--- config.mk ---
export PLATFORM = sky130hd
export DESIGN_NAME = mux_arb_rr
export DESIGN_NICKNAME = d
export VERILOG_FILES = /design/src/rtl/mux_arb_rr.sv
export SDC_FILE = /design/constraint.sdc
export NUM_CORES = 1
export LEC_CHECK = 0
export ABC_AREA = 1
export CAP_MARGIN = 20
export CORE_MARGIN = 2
export CORE_UTILIZATION = 41
export CTS_CLUSTER_DIAMETER = 30
export CTS_CLUSTER_SIZE = 30
export DETAILED_ROUTE_END_ITERATION = 8
export MAX_ROUTING_LAYER = met4
export PLACE_DENSITY = 0.95
export SYNTH_ARGS = -nofsm -noshare
export SYNTH_HDL_FRONTEND = slang
export SYNTH_SLANG_ARGS = --single-unit
--- constraint.sdc ---
create_clock -name i_clk -period 3.6 [get_ports i_clk]
set_clock_uncertainty 0.1 [all_clocks]
set_input_delay 0.72 -clock i_clk [delete_from_list [all_inputs] [get_ports i_clk]]
set_output_delay 0.72 -clock i_clk [all_outputs]
set_load 0.05 [all_outputs]
--- src/rtl/mux_arb_rr.sv ---
// mux_arb_rr: N_CH-way, DW-bit registered multiplexer with round-robin
// arbitration and valid/ready handshakes on every input and on the output.
// One output register stage gives one cycle of latency, and a full-rate
// drain-and-refill needs no bubble.
// Optional packet lock: define MUX_ARB_LOCK_EN to add i_last/o_last and keep
// the grant on one channel until the beat that has i_last set.
module mux_arb_rr #(
  parameter int N_CH = 4,
  parameter int DW   = 32,
  localparam int SW  = (N_CH > 1) ? $clog2(N_CH) : 1
) (
  input  logic              i_clk,
  input  logic              i_rst,
  input  logic [N_CH-1:0]   i_valid,
  input  logic [N_CH*DW-1:0] i_data,
  output logic [N_CH-1:0]   o_ready,
  output logic              o_valid,
  output logic [DW-1:0]     o_data,
  output logic [SW-1:0]     o_sel,
  input  logic              i_ready
`ifdef MUX_ARB_LOCK_EN
  ,
  input  logic [N_CH-1:0]   i_last,
  output logic              o_last
`endif
);

  logic          o_valid_q;
  logic [DW-1:0] o_data_q;
  logic [SW-1:0] o_sel_q;
  logic [SW-1:0] ptr_q;
  logic [SW-1:0] next_ptr;

  logic          load;
  logic          win_found;
  logic [SW-1:0] win_idx;
  int unsigned   scan_idx;

  logic          lock_active;
  logic          beat_last;

`ifdef MUX_ARB_LOCK_EN
  logic lock_q;
  logic o_last_q;

  assign lock_active = lock_q;
  assign beat_last   = i_last[win_idx];
  assign o_last      = o_last_q;
`else
  // Without the lock every beat is its own packet.
  assign lock_active = 1'b0;
  assign beat_last   = 1'b1;
`endif

  // The output register may take a new beat when empty or being drained.
  assign load = !o_valid_q | i_ready;

  // Wrap after the highest real channel so ptr never holds an unused index.
  assign next_ptr = (win_idx == SW'(N_CH - 1)) ? '0 : win_idx + SW'(1);

  // Round-robin scan from ptr; a held lock pins the grant to the locked channel.
  always_comb begin
    win_found = 1'b0;
    win_idx   = '0;
    scan_idx  = 0;
    for (int unsigned i = 0; i < N_CH; i++) begin
      scan_idx = int'(ptr_q) + i;
      if (scan_idx >= N_CH) scan_idx = scan_idx - N_CH;
      if (!win_found && i_valid[scan_idx]) begin
        win_found = 1'b1;
        win_idx   = scan_idx[SW-1:0];
      end
    end
    if (lock_active) begin
      win_found = i_valid[o_sel_q];
      win_idx   = o_sel_q;
    end
  end

  // Accept strobe for the winner only; held low throughout reset.
  always_comb begin
    o_ready = '0;
    if (!i_rst && load && win_found) o_ready[win_idx] = 1'b1;
  end

  // Output register and round-robin pointer.
  always_ff @(posedge i_clk or posedge i_rst) begin
    if (i_rst) begin
      o_valid_q <= 1'b0;
      o_data_q  <= '0;
      o_sel_q   <= '0;
      ptr_q     <= '0;
    end else if (load) begin
      if (win_found) begin
        o_valid_q <= 1'b1;
        o_data_q  <= i_data[int'(win_idx)*DW +: DW];
        o_sel_q   <= win_idx;
        if (beat_last) ptr_q <= next_ptr;
      end else begin
        o_valid_q <= 1'b0;
      end
    end
  end

`ifdef MUX_ARB_LOCK_EN
  // Packet lock state and the registered last flag.
  always_ff @(posedge i_clk or posedge i_rst) begin
    if (i_rst) begin
      lock_q   <= 1'b0;
      o_last_q <= 1'b0;
    end else if (load && win_found) begin
      lock_q   <= !beat_last;
      o_last_q <= beat_last;
    end
  end
`endif

  assign o_valid = o_valid_q;
  assign o_data  = o_data_q;
  assign o_sel   = o_sel_q;

endmodule

==> run metrics <==
VDD IR max=899 uV; clock share of power=5.6%; dpl hpwl=6.65 mm; Flop pwr share=15.3%; gr usage total=24.3%; Pleak=0.00232 uW; Pwr Total=5110 uW; Buf+Inv Stages, Crit Path=5; worst-case clock buffer depth=2; sequential fraction of the synthesis area=33.0%; period utilisation layout=94.8%; clk root buf=clkbuf_8; count of cell types in the netlist=24; setup repair after global routing missed its margin=false; Slew headroom=62.6%; layout cells sized above 1=5.71%; initial antenna violation count=0; clock slew at reported path FFs=0.06 ns; Syn Std Cell Area=2810 sq um; first-pass GRT wire length=14.4 mm; Post-Syn Area per Cell=5.98 sq um; Die ar.=7530 sq um; Routed WL=8.83 mm; routability-driven placement congestion ratio=0.937; drt pass-1 iters=4; H-Tree Depth=2; Post-Syn Instances=470; Setup CP Type=input pin to primary output; DRC errors left=0; register bit total from synthesis=37; hold slack=0.387 ns; Placement Cell Area=4530 sq um; Comb power frac=79.1%; largest net degree at the start of global routing=58; Pint=2120 uW; Worst Setup End Kind=primary output; Synth area leaders=nand2_1 39%, dfrtp_1 33%, nand3_1 12%; Net Sw Frac=58.4%; Core ar.=6720 sq um; final hold vios=0; num rows=30; critical path fanouts, max=9; vias in the first global route=3356; pwr dens=1110 nW/um^2; I/O pins=174; vias per cell=4.85; clk_lat worst skew=0.28 ns; Syn. warnings=0; commonest non-fill, non-tap cell in the layout=nand2_1; initial DRC count=182; Slew @ Worst Pin=0.559 ns; Routed wire per std cell=12.4 um; Area Overhead vs Synth=64.4%; multi-input logic area=1620 sq um; status=finished, final reports clean; Switch Pwr=2980 uW; ys flop type=dfrtp_1; worst min path class=flip-flop to flip-flop; Num CTS Buffers=5; setup violators final=0; Register Area=926 sq um; Critical Path Most Common Cell=nand3_1; syn nets=606; DIE WIDTH=86.8 um; CP max-delay cell=clkdlybuf4s50_1; crit path cell chain=clkdlybuf4s50_1 > inv_1 > nand2_1 > nand3_1 > nand2_2 > inv_2 > nand3_1 > nand3_2 > buf_4 > nor3_1 > buf_12; CTS tree=yes; worst path arrival time=2.59 ns; Initial Util=41.8%; CP required=2.78 ns; # fillers=579; critical path launch point=i_valid[3]; design area=4620 sq um; Top delay family on crit path=buffers and inverters; hold path startpoint=o_sel[1]; Async SR Flop Fraction=100%; number of synthesized flops with an enable pin=0; Max stage delay on crit path=0.48 ns; Hold-fix buffers, CTS=0; remaining global-route overflow=0; ant diodes=0; Fmax achieved=293 MHz; most frequent cells in the layout=295 x nand2_1, 169 x clkdlybuf4s50_1, 70 x nand3_1; share of the synthesized area in the top cell type=39.4%; Max Slew Vio Count=0; Max-cap violations=0; Net count, final=766; r2r startpoint=ptr_q[0]; die height=86.8 um; Via Count=3447; largest area contributor in the netlist=nand2_1; Port Buffers=173; CP startpoint kind=input pin; ANT nets after route=0; Final min period=3.41 ns; # clock sinks=37
==> per-layer routing <==
layer / share of wire, % / track usage (%) / up-vias
li1: - / - / 1774
met1: 40 / 27.3 / 1525
met2: 52 / 43.6 / 138
met3: 7.0 / 5.33 / 10
met4: 1.4 / 6.39 / 0
met5: 0 / - / -
==> synthesized netlist by cell type, types with 3 or more instances <==
cell type and n:
nand2_1 295, nand3_1 70, dfrtp_1 37, buf_2 12
inv_1 12, buf_6 7, inv_2 6, buf_4 5
clkbuf_1 4, nand2_2 3, nor3_1 3
==> sequential cells by signal (all words and copies together), names as in the netlist <==
| signal | cells |
|---|---|
| o_data | 32 |
| o_sel | 2 |
| o_valid | 1 |
| ptr_q | 2 |
==> through the flow <==
stage,std cells,setup slack (ns),utilization [%],setup TNS (ns)
5_1_grt,710,0.0228,68.7,0
2_1_floorplan,470,-0.0871,-,-0.174
6_report,710,0.188,68.7,0
3_3_place_gp,703,0.285,67.4,0
3_5_place_dp,703,0.208,67.4,0
4_1_cts,710,0.204,68.7,0
==> worst register-to-register path: stages (launching register included) <==
cell	delay, ns
dfrtp_1	0.53
inv_6	0.16
nand2_1	0.07
nand2_1	0.12
nand2_1	0.08
nand2_2	0.11
nor2_4	0.05
nand3_4	0.08
nand2_4	0.06
inv_2	0.05
buf_4	0.36
nand2_1	0.15
inv_2	0.44
nand2_1	0.14
nand3_1	0.11
==> worst paths after layout <==
kind	end	slack, ns	cells past startpoint
min in group asynchronous	o_data[18]	0.79	3
max in group asynchronous	o_data[0]	2.28	3
max	o_ready[1]	0.19	11
max reg2reg	o_data[11]	0.91	14
min reg2reg	o_sel[1]	0.39	2
min	o_sel[1]	0.39	2
==> power by group through the flow <==
stage               registers (uW)  logic, uW  clock network, uW
floorplan                     1410       2530                  0
global placement               772       3950                  0
detailed placement             782       4050                  0
CTS                            779       4070                295
global route                   803       4520                308
finish                         782       4040                285
==> kinds of logic after synthesis <==
family	after synthesis	synth area share, %
buffers and inverters	47	9.53
AOI/OAI and AO/OA	4	0.891
and+or+nand+nor	381	56.2
DFF	37	33.0
adders and majority gates	1	0.445
==> cell type report <==
class	count	share of cell area (%)
inverters	19	1.65
flip-flops and latches	37	20.0
multi-input cells	386	35.1
clock buffers	7	1.87
repair buffers	181	39.1
well taps	80	2.17
==> what timing repair did <==
action	in CTS	in global routing
setup buffers	0	0
endpoints found under the setup margin	0	1
resized for setup	0	1
Power figures use the tool's default switching activity.
